$ cat config.mk
export PLATFORM = sky130hd
export DESIGN_NAME = alu_mc_flat
export DESIGN_NICKNAME = d
export VERILOG_FILES = /design/src/rtl/alu_mc_pkg.sv /design/src/rtl/alu_mc_if.sv /design/src/rtl/alu_mdu_iter.sv /design/src/rtl/alu_mc.sv /design/src/flat_wrapper.sv
export SDC_FILE = /design/constraint.sdc
export NUM_CORES = 1
export LEC_CHECK = 0
export CAP_MARGIN = 20
export CELL_PAD_IN_SITES_DETAIL_PLACEMENT = 1
export CELL_PAD_IN_SITES_GLOBAL_PLACEMENT = 2
export CORE_UTILIZATION = 30
export DETAILED_ROUTE_END_ITERATION = 8
export PLACE_DENSITY_LB_ADDON = 0.1
export SLEW_MARGIN = 40
export SYNTH_ARGS = -nofsm -noshare
export SYNTH_HDL_FRONTEND = slang
export SYNTH_SLANG_ARGS = --single-unit
$ cat constraint.sdc
create_clock -name iClk -period 4.7 [get_ports iClk]
set_input_delay 0.94 -clock iClk [delete_from_list [all_inputs] [get_ports iClk]]
set_output_delay 0.94 -clock iClk [all_outputs]
set_load 0.03 [all_outputs]
$ cat src/rtl/alu_mc_pkg.sv
// alu_defs: shared definitions for the multi-cycle MIPS ALU and its control
// decoder. Holds the width defaults, the operation codes and the FSM state
// encoding.
package alu_defs;

  localparam int DEF_DATA_W = 32;
  localparam int DEF_OP_W   = 4;

  localparam logic [3:0] OP_AND   = 4'd0;
  localparam logic [3:0] OP_OR    = 4'd1;
  localparam logic [3:0] OP_ADD   = 4'd2;
  localparam logic [3:0] OP_XOR   = 4'd3;
  localparam logic [3:0] OP_NOR   = 4'd4;
  localparam logic [3:0] OP_SLTU  = 4'd5;
  localparam logic [3:0] OP_SUB   = 4'd6;
  localparam logic [3:0] OP_SLT   = 4'd7;
  localparam logic [3:0] OP_MULT  = 4'd8;
  localparam logic [3:0] OP_MULTU = 4'd9;
  localparam logic [3:0] OP_DIV   = 4'd10;
  localparam logic [3:0] OP_DIVU  = 4'd11;

  localparam logic [1:0] ST_IDLE = 2'd0;
  localparam logic [1:0] ST_ITER = 2'd1;
  localparam logic [1:0] ST_FIX  = 2'd2;

endpackage

$ cat src/rtl/alu_mc_if.sv
// alu_mc_if: request/result bundle between the ALU control side (master)
// and the multi-cycle ALU (slave).
//   iValid/oReady : request handshake, accepted when both are high
//   iOp/iA/iB     : operation code and operands, sampled on accept
//   oValid        : one-cycle pulse when the result outputs are updated
//   oALU/oHi/oLo  : result, HI and LO registers
//   oZero/oOverflow/oDivZero : result flags
interface alu_mc_if
  import alu_defs::*;
#(
  parameter int DATA_W = DEF_DATA_W,
  parameter int OP_W   = DEF_OP_W
);
  logic              iValid;
  logic              oReady;
  logic [OP_W-1:0]   iOp;
  logic [DATA_W-1:0] iA;
  logic [DATA_W-1:0] iB;
  logic              oValid;
  logic [DATA_W-1:0] oALU;
  logic [DATA_W-1:0] oHi;
  logic [DATA_W-1:0] oLo;
  logic              oZero;
  logic              oOverflow;
  logic              oDivZero;

  modport master (
    output iValid, iOp, iA, iB,
    input  oReady, oValid, oALU, oHi, oLo, oZero, oOverflow, oDivZero
  );

  modport slave (
    input  iValid, iOp, iA, iB,
    output oReady, oValid, oALU, oHi, oLo, oZero, oOverflow, oDivZero
  );
endinterface

$ cat src/rtl/alu_mdu_iter.sv
// alu_mdu_iter: iterative unsigned multiply / restoring divide engine.
//   iClk, iReset_n : clock, synchronous active-low reset
//   start_i        : load operands and perform the first step
//   is_div_i       : 1 = divide, 0 = multiply
//   a_mag_i        : multiplier / dividend magnitude
//   b_mag_i        : multiplicand / divisor magnitude
//   done_o         : high during the cycle whose edge performs the last step
//   hi_o, lo_o     : product high/low word, or remainder/quotient
// The accumulator is {hi, lo}. The start edge performs step 1, so the
// counter loaded with DATA_W-1 covers the remaining steps.
module alu_mdu_iter #(
  parameter int DATA_W = 32
) (
  input  logic              iClk,
  input  logic              iReset_n,
  input  logic              start_i,
  input  logic              is_div_i,
  input  logic [DATA_W-1:0] a_mag_i,
  input  logic [DATA_W-1:0] b_mag_i,
  output logic              done_o,
  output logic [DATA_W-1:0] hi_o,
  output logic [DATA_W-1:0] lo_o
);
  localparam int CNT_W = $clog2(DATA_W);

  logic [2*DATA_W-1:0] acc_q, acc_d;
  logic [DATA_W-1:0]   opnd_q, opnd_d;
  logic                div_q, div_d;
  logic [CNT_W-1:0]    cnt_q, cnt_d;
  logic                busy_q, busy_d;

  // One shift-add (multiply) or shift-subtract (divide) step.
  function automatic logic [2*DATA_W-1:0] mdu_step(
    input logic [2*DATA_W-1:0] acc,
    input logic [DATA_W-1:0]   opnd,
    input logic                div
  );
    logic [DATA_W-1:0] hi;
    logic [DATA_W-1:0] lo;
    logic [DATA_W:0]   sum;
    logic [DATA_W+1:0] diff;
    hi   = acc[2*DATA_W-1:DATA_W];
    lo   = acc[DATA_W-1:0];
    sum  = {1'b0, hi} + (lo[0] ? {1'b0, opnd} : {(DATA_W+1){1'b0}});
    // Extra top bit catches the borrow of the trial subtraction.
    diff = {1'b0, hi, lo[DATA_W-1]} - {2'b00, opnd};
    if (!div)
      mdu_step = {sum, lo[DATA_W-1:1]};
    else if (!diff[DATA_W+1])
      mdu_step = {diff[DATA_W-1:0], lo[DATA_W-2:0], 1'b1};
    else
      mdu_step = {hi[DATA_W-2:0], lo, 1'b0};
  endfunction

  always_comb begin
    acc_d  = acc_q;
    opnd_d = opnd_q;
    div_d  = div_q;
    cnt_d  = cnt_q;
    busy_d = busy_q;
    if (start_i) begin
      acc_d  = mdu_step({{DATA_W{1'b0}}, a_mag_i}, b_mag_i, is_div_i);
      opnd_d = b_mag_i;
      div_d  = is_div_i;
      cnt_d  = CNT_W'(DATA_W - 1);
      busy_d = 1'b1;
    end else if (busy_q) begin
      acc_d = mdu_step(acc_q, opnd_q, div_q);
      cnt_d = cnt_q - 1'b1;
      if (cnt_q == CNT_W'(1))
        busy_d = 1'b0;
    end
  end

  always_ff @(posedge iClk) begin
    if (!iReset_n) begin
      acc_q  <= '0;
      opnd_q <= '0;
      div_q  <= 1'b0;
      cnt_q  <= '0;
      busy_q <= 1'b0;
    end else begin
      acc_q  <= acc_d;
      opnd_q <= opnd_d;
      div_q  <= div_d;
      cnt_q  <= cnt_d;
      busy_q <= busy_d;
    end
  end

  assign done_o = busy_q && (cnt_q == CNT_W'(1));
  assign hi_o   = acc_q[2*DATA_W-1:DATA_W];
  assign lo_o   = acc_q[DATA_W-1:0];

endmodule

$ cat src/rtl/alu_mc.sv
// alu_mc: multi-cycle MIPS EX-stage ALU with HI/LO multiply/divide.
//   iClk, iReset_n : clock, synchronous active-low reset
//   bus (slave)    : request handshake, operands, registered results/flags
//
// state    | meaning
// ST_IDLE  | ready; single-cycle ops complete on the accept edge
// ST_ITER  | alu_mdu_iter stepping through the multiply/divide
// ST_FIX   | sign correction / divide-by-zero result, load HI/LO/oALU
module alu_mc
  import alu_defs::*;
#(
  parameter int DATA_W = DEF_DATA_W,
  parameter int OP_W   = DEF_OP_W
) (
  input logic     iClk,
  input logic     iReset_n,
  alu_mc_if.slave bus
);
  logic [DATA_W-1:0] a, b;
  logic [OP_W-1:0]   op;
  assign a  = bus.iA;
  assign b  = bus.iB;
  assign op = bus.iOp;

  logic [1:0]        state_q, state_d;
  logic              valid_q, valid_d;
  logic [DATA_W-1:0] alu_q, alu_d, hi_q, hi_d, lo_q, lo_d;
  logic              zero_q, zero_d, ovf_q, ovf_d, dz_q, dz_d;
  logic              neg_quo_q, neg_quo_d, neg_rem_q, neg_rem_d;
  logic              div_q, div_d, dz_pend_q, dz_pend_d;
  logic [DATA_W-1:0] a_q, a_d;

  // Single-cycle datapath
  logic [DATA_W-1:0] add_res, sub_res, sc_res;
  logic              sc_ovf, sc_def;
  assign add_res = a + b;
  assign sub_res = a - b;

  always_comb begin
    sc_res = '0;
    sc_ovf = 1'b0;
    sc_def = 1'b1;
    case (op)
      OP_AND:  sc_res = a & b;
      OP_OR:   sc_res = a | b;
      OP_XOR:  sc_res = a ^ b;
      OP_NOR:  sc_res = ~(a | b);
      OP_ADD: begin
        sc_res = add_res;
        sc_ovf = (a[DATA_W-1] == b[DATA_W-1]) && (add_res[DATA_W-1] != a[DATA_W-1]);
      end
      OP_SUB: begin
        sc_res = sub_res;
        sc_ovf = (a[DATA_W-1] != b[DATA_W-1]) && (sub_res[DATA_W-1] != a[DATA_W-1]);
      end
      OP_SLT:  sc_res = {{(DATA_W-1){1'b0}}, $signed(a) < $signed(b)};
      OP_SLTU: sc_res = {{(DATA_W-1){1'b0}}, a < b};
      default: sc_def = 1'b0;
    endcase
  end

  // Sign pre-processing: signed ops iterate on magnitudes. The most
  // negative value negates to itself, which is its correct unsigned magnitude.
  logic              is_md, is_div, is_signed;
  logic [DATA_W-1:0] a_mag, b_mag;
  assign is_md     = (op == OP_MULT) || (op == OP_MULTU) || (op == OP_DIV) || (op == OP_DIVU);
  assign is_div    = (op == OP_DIV) || (op == OP_DIVU);
  assign is_signed = (op == OP_MULT) || (op == OP_DIV);
  assign a_mag     = (is_signed && a[DATA_W-1]) ? -a : a;
  assign b_mag     = (is_signed && b[DATA_W-1]) ? -b : b;

  logic              mdu_start, mdu_done;
  logic [DATA_W-1:0] mdu_hi, mdu_lo;

  alu_mdu_iter #(.DATA_W(DATA_W)) u_mdu (
    .iClk     (iClk),
    .iReset_n (iReset_n),
    .start_i  (mdu_start),
    .is_div_i (is_div),
    .a_mag_i  (a_mag),
    .b_mag_i  (b_mag),
    .done_o   (mdu_done),
    .hi_o     (mdu_hi),
    .lo_o     (mdu_lo)
  );

  // Sign post-processing
  logic [2*DATA_W-1:0] prod, prod_fix;
  logic [DATA_W-1:0]   quo_fix, rem_fix;
  assign prod     = {mdu_hi, mdu_lo};
  assign prod_fix = neg_quo_q ? -prod : prod;
  assign quo_fix  = neg_quo_q ? -mdu_lo : mdu_lo;
  assign rem_fix  = neg_rem_q ? -mdu_hi : mdu_hi;

  always_comb begin
    state_d   = state_q;
    valid_d   = 1'b0;
    alu_d     = alu_q;
    hi_d      = hi_q;
    lo_d      = lo_q;
    zero_d    = zero_q;
    ovf_d     = ovf_q;
    dz_d      = dz_q;
    neg_quo_d = neg_quo_q;
    neg_rem_d = neg_rem_q;
    div_d     = div_q;
    dz_pend_d = dz_pend_q;
    a_d       = a_q;
    mdu_start = 1'b0;
    case (state_q)
      ST_IDLE: begin
        if (bus.iValid) begin
          if (is_md) begin
            neg_quo_d = is_signed && (a[DATA_W-1] ^ b[DATA_W-1]);
            neg_rem_d = is_signed && a[DATA_W-1];
            div_d     = is_div;
            a_d       = a;
            if (is_div && (b == '0)) begin
              dz_pend_d = 1'b1;
              state_d   = ST_FIX;
            end else begin
              dz_pend_d = 1'b0;
              mdu_start = 1'b1;
              state_d   = ST_ITER;
            end
          end else begin
            valid_d = 1'b1;
            alu_d   = sc_res;
            zero_d  = sc_def && (sc_res == '0);
            ovf_d   = sc_ovf;
            dz_d    = 1'b0;
          end
        end
      end
      ST_ITER: begin
        if (mdu_done)
          state_d = ST_FIX;
      end
      ST_FIX: begin
        state_d = ST_IDLE;
        valid_d = 1'b1;
        ovf_d   = 1'b0;
        dz_d    = dz_pend_q;
        if (dz_pend_q) begin
          hi_d = a_q;
          lo_d = '1;
        end else if (div_q) begin
          hi_d = rem_fix;
          lo_d = quo_fix;
        end else begin
          hi_d = prod_fix[2*DATA_W-1:DATA_W];
          lo_d = prod_fix[DATA_W-1:0];
        end
        alu_d  = lo_d;
        zero_d = (lo_d == '0);
      end
      default: state_d = ST_IDLE;
    endcase
  end

  always_ff @(posedge iClk) begin
    if (!iReset_n) begin
      state_q   <= ST_IDLE;
      valid_q   <= 1'b0;
      alu_q     <= '0;
      hi_q      <= '0;
      lo_q      <= '0;
      zero_q    <= 1'b0;
      ovf_q     <= 1'b0;
      dz_q      <= 1'b0;
      neg_quo_q <= 1'b0;
      neg_rem_q <= 1'b0;
      div_q     <= 1'b0;
      dz_pend_q <= 1'b0;
      a_q       <= '0;
    end else begin
      state_q   <= state_d;
      valid_q   <= valid_d;
      alu_q     <= alu_d;
      hi_q      <= hi_d;
      lo_q      <= lo_d;
      zero_q    <= zero_d;
      ovf_q     <= ovf_d;
      dz_q      <= dz_d;
      neg_quo_q <= neg_quo_d;
      neg_rem_q <= neg_rem_d;
      div_q     <= div_d;
      dz_pend_q <= dz_pend_d;
      a_q       <= a_d;
    end
  end

  assign bus.oReady    = (state_q == ST_IDLE);
  assign bus.oValid    = valid_q;
  assign bus.oALU      = alu_q;
  assign bus.oHi       = hi_q;
  assign bus.oLo       = lo_q;
  assign bus.oZero     = zero_q;
  assign bus.oOverflow = ovf_q;
  assign bus.oDivZero  = dz_q;

endmodule

$ cat src/flat_wrapper.sv
// flat-port wrapper written by rule: the top's interface ports become plain ports
module alu_mc_flat import alu_defs::*;
#(
  parameter int DATA_W = DEF_DATA_W,
  parameter int OP_W   = DEF_OP_W
)
  (iClk, iReset_n, bus_iValid, bus_iOp, bus_iA, bus_iB, bus_oReady, bus_oValid, bus_oALU, bus_oHi, bus_oLo, bus_oZero, bus_oOverflow, bus_oDivZero);
  alu_mc_if #(.DATA_W(DATA_W), .OP_W(OP_W)) bus_i ();
  input logic iClk;
  input logic iReset_n;
  input wire logic [$bits(bus_i.iValid)-1:0] bus_iValid;
  input wire logic [$bits(bus_i.iOp)-1:0] bus_iOp;
  input wire logic [$bits(bus_i.iA)-1:0] bus_iA;
  input wire logic [$bits(bus_i.iB)-1:0] bus_iB;
  output wire logic [$bits(bus_i.oReady)-1:0] bus_oReady;
  output wire logic [$bits(bus_i.oValid)-1:0] bus_oValid;
  output wire logic [$bits(bus_i.oALU)-1:0] bus_oALU;
  output wire logic [$bits(bus_i.oHi)-1:0] bus_oHi;
  output wire logic [$bits(bus_i.oLo)-1:0] bus_oLo;
  output wire logic [$bits(bus_i.oZero)-1:0] bus_oZero;
  output wire logic [$bits(bus_i.oOverflow)-1:0] bus_oOverflow;
  output wire logic [$bits(bus_i.oDivZero)-1:0] bus_oDivZero;
  assign bus_i.iValid = bus_iValid;
  assign bus_i.iOp = bus_iOp;
  assign bus_i.iA = bus_iA;
  assign bus_i.iB = bus_iB;
  assign bus_oReady = bus_i.oReady;
  assign bus_oValid = bus_i.oValid;
  assign bus_oALU = bus_i.oALU;
  assign bus_oHi = bus_i.oHi;
  assign bus_oLo = bus_i.oLo;
  assign bus_oZero = bus_i.oZero;
  assign bus_oOverflow = bus_i.oOverflow;
  assign bus_oDivZero = bus_i.oDivZero;
  alu_mc #(.DATA_W(DATA_W), .OP_W(OP_W)) u_core (.iClk(iClk), .iReset_n(iReset_n), .bus(bus_i));
endmodule
==> results.py <==
metrics = {
    "setup_path": {
        "cp_slowest_cell": "clkdlybuf4s50_1",
        "crit_path_max_fanout": 5,
        "reg2reg_from": "u_core.u_mdu.acc_q[0]$_SDFFE_PN0P_",
        "timing.critical_path.arrival_ns": 5.03,
        "critical-path-max-stage-delay_ns": 0.52,
        "cp.required_ns": 5.16,
        "critical_path.startpoint_type": "primary input",
        "crit_start": "bus_iB[0]",
        "timing.critical_path.to_type": "register",
        "path_cells": "clkdlybuf4s50_1 > buf_4 > ha_1 > fa_1 > a21oi_2 > o21ai_2 > a21oi_1 > o221a_2 > o211ai_1 > a21o_1 > a211o_1 > nor3b_1 > a221o_1 > or3_1 > o31ai_1",
        "criticalPathCategory": "primary input to register",
    },
    "logic_synthesis": {
        "synth_area_leader_cell": "dfxtp_1",
        "synth_largest_type_area_fraction": 0.2079,
        "yosys_register_bits": 241,
        "synth.net_count": 3528,
        "most_common_cell_in_the_synthesized_netlist": "nor2_1",
        "synthCells": 3282,
        "synth.yosys.seq_area_share": 0.2079,
        "netlist_area_sq_um": 23200,
        "synthesis.area_per_instance_sq_um": 7.070,
        "synthTopCellsByArea": "dfxtp_1 (21%), ha_1 (9.2%), a21oi_1 (6.9%)",
        "synthTopCellsByCount": "nor2_1 (392), nand2_1 (333), a21oi_1 (318)",
        "async_flop_share": 0,
        "synth_warnings": 0,
        "synth_ff_type": "dfxtp_1",
        "post_synth_num_cell_types": 90,
        "edff_count_synth": 0,
    },
    "clock_tree": {
        "cts_buffers": 34,
        "clock_latency_ns": 0.56,
        "worst_setup_hold_path_clk_slew_ns": 0.06,
        "clock_tree.root_cell": "clkbuf_16",
        "htree_levels": 2,
        "numClockSinks": 241,
        "clockBufferDepth": 3,
        "tritoncts": "built",
    },
    "global_routing": {
        "grt_antenna_before_repair": 2,
        "grt.overflow.total": 0,
        "gr_usage_total": 0.3327,
        "grt_pass1_wl_um": 193900,
        "first_global_vias": 28706,
        "grt_start_max_net_pins": 98,
    },
    "layout": {
        "final_layout_size_suffix_gt1_frac": 0.1872,
        "final_net_count": 4083,
        "finish.cell_count_without_fillers": 4894,
        "layout.area.seq_sq_um": 4831,
        "multiInputGateArea_sq_um": 17180,
        "flow.area_growth_from_synthesis_pct": 34.88,
        "nFillCells": 9329,
    },
    "pwr": {
        "power_density_nw_per_um2": 270.9,
        "p_leak_nw": 12.96,
        "total_power_w": 0.008478,
        "vdd.ir_drop.worst_uv": 204.1,
    },
    "detailed_routing": {
        "first_iter_violations": 2015,
        "routedWlPerCell_um": 27.21,
        "drt_pre_antenna_iters": 5,
        "avgViaCountPerCell": 5.694,
        "via_count": 27865,
        "finalWirelength_um": 133200,
        "remaining_drc_errors": 0,
        "antenna_left": 0,
    },
    "place": {
        "numPlacedInstances": 4824,
        "place.detailed.hpwl_um": 109300,
        "globalplace.congestion": 0.9570,
        "io_buffers": 171,
    },
    "timing": {
        "hold_violations": 0,
        "finalMaxSlewViolations": 0,
        "setup_viol_count_final": 0,
        "finalWorstPathRequiredPeriod_ns": 4.567,
        "fin_worst_hold_slack_ns": 0.4552,
        "clock_skew_ns": 0.01485,
        "final.period_utilization": 0.9717,
        "top_achievable_clock_speed_mhz": 219.0,
        "tightestPinTransition_ns": 0.8730,
        "maxSlewHeadroom": 0.4131,
        "setup-tns-final_ns": 0,
    },
    "floorplan": {
        "die_height_um": 280.1,
        "design.die.area_sq_um": 78460,
        "io-pin-count": 172,
        "placement_rows": 101,
        "placeableCoreArea_sq_um": 76200,
        "floorplan.die.width_um": 280.1,
        "initial_utilization": 0.3045,
    },
    "flow_run": {
        "maxCapViolCount": 0,
    },
    "worst_hold_path": {
        "worstHoldStart": "u_core.a_q[14]$_SDFFE_PN0P_",
        "path_class_of_the_lowest_slack_min_delay_path": "register to register",
    },
    "run_status": {
        "outcome": "finished clean",
    },
}
==> registers in the layout (all words and copies together), names as in the netlist, 2 cells and up <==
register and flops:
u_core.a_q 32, u_core.bus.oALU 32, u_core.bus.oHi 32, u_core.bus.oLo 32, u_core.state_q 2, u_core.u_mdu.acc_q 64
u_core.u_mdu.cnt_q 5, u_core.u_mdu.opnd_q 32
==> metrics by stage <==
step / util / setup WS, ns / cell area [sq um]
after detailed placement: 0.3916 / -1.052 / 29840
after global routing: 0.4107 / -0.06883 / 31290
after global placement: 0.3914 / -1.079 / 29830
after floorplan: - / 0.3881 / 23200
after CTS: 0.4082 / 0.005429 / 31110
final: 0.4107 / 0.1330 / 31300
==> cells in the final DEF, fill, tap and decap left out, drive strengths merged, types with 22 or more instances in the layout <==
master,count
buf,572
nor2,393
nand2,333
a21oi,318
dfxtp,241
o21ai,200
inv,176
ha,171
clkdlybuf4s50,168
xnor2,138
a211oi,88
o211ai,84
nor3,79
nand3,73
mux2i,61
a21o,57
a31oi,55
nand2b,51
clkbuf,47
xor2,38
nor4,37
o31ai,34
nand4,28
and3,26
o21a,24
a221oi,22
==> path summary, 6_finish.rpt <==
path / endpoint / slack (ns) / cells after the start
hold / removal: u_core.a_q[14]$_SDFFE_PN0P_ / 0.46 / 2
hold reg to reg: u_core.a_q[14]$_SDFFE_PN0P_ / 0.46 / 2
setup reg to reg: u_core.u_mdu.acc_q[57]$_SDFFE_PN0P_ / 0.39 / 16
setup / recovery: u_core.bus.oZero$_SDFFE_PN0P_ / 0.13 / 15
==> layout make-up <==
class	count	area share
tap	1030	0.04118
sequential	241	0.1544
multi-input combinational	2648	0.5489
antenna	1	0.00007996
timing repair buffer	742	0.1979
clock buffer	47	0.03102
inverter	170	0.02063
clock inverter	15	0.005997
==> timing repair <==
item	CTS	global route
hold buffers	0	0
pin swaps	5	18
gates cloned	0	0
endpoints found under the setup margin	20	20
buffers inserted	2	5
resized for setup	18	34
==> critical path: cells and delay by family <==
family / cells / cell delay, ns
AND/OR/NAND/NOR: 2 / 0.52
adder cells (fa/ha/maj): 2 / 0.63
AO/OA/AOI/OAI: 9 / 2.21
buffers and inverters: 2 / 0.72
==> report_power, final <==
part | internal (W) | switching (W)
registers | 0.00215 | 0.000123
logic | 0.00140 | 0.00208
clock network | 0.00163 | 0.00109
==> cells by family after synthesis <==
group	count (synthesis)	share of synthesized area
simple gates	1140	0.2293
xor+xnor	176	0.06644
mux	69	0.03020
fa+ha+maj	175	0.09566
flops	241	0.2079
compound gates	1088	0.3063
buf+inv	393	0.06417
==> routing by layer <==
layer / vias to the layer above / share of wire / global-route usage
li1: 12979 / - / -
met1: 13911 / 0.44 / 0.4283
met2: 754 / 0.47 / 0.5579
met3: 217 / 0.042 / 0.03422
met4: 4 / 0.051 / 0.1499
met5: - / 0.00018 / 0
Note: power is estimated with default switching activity, not from simulation.
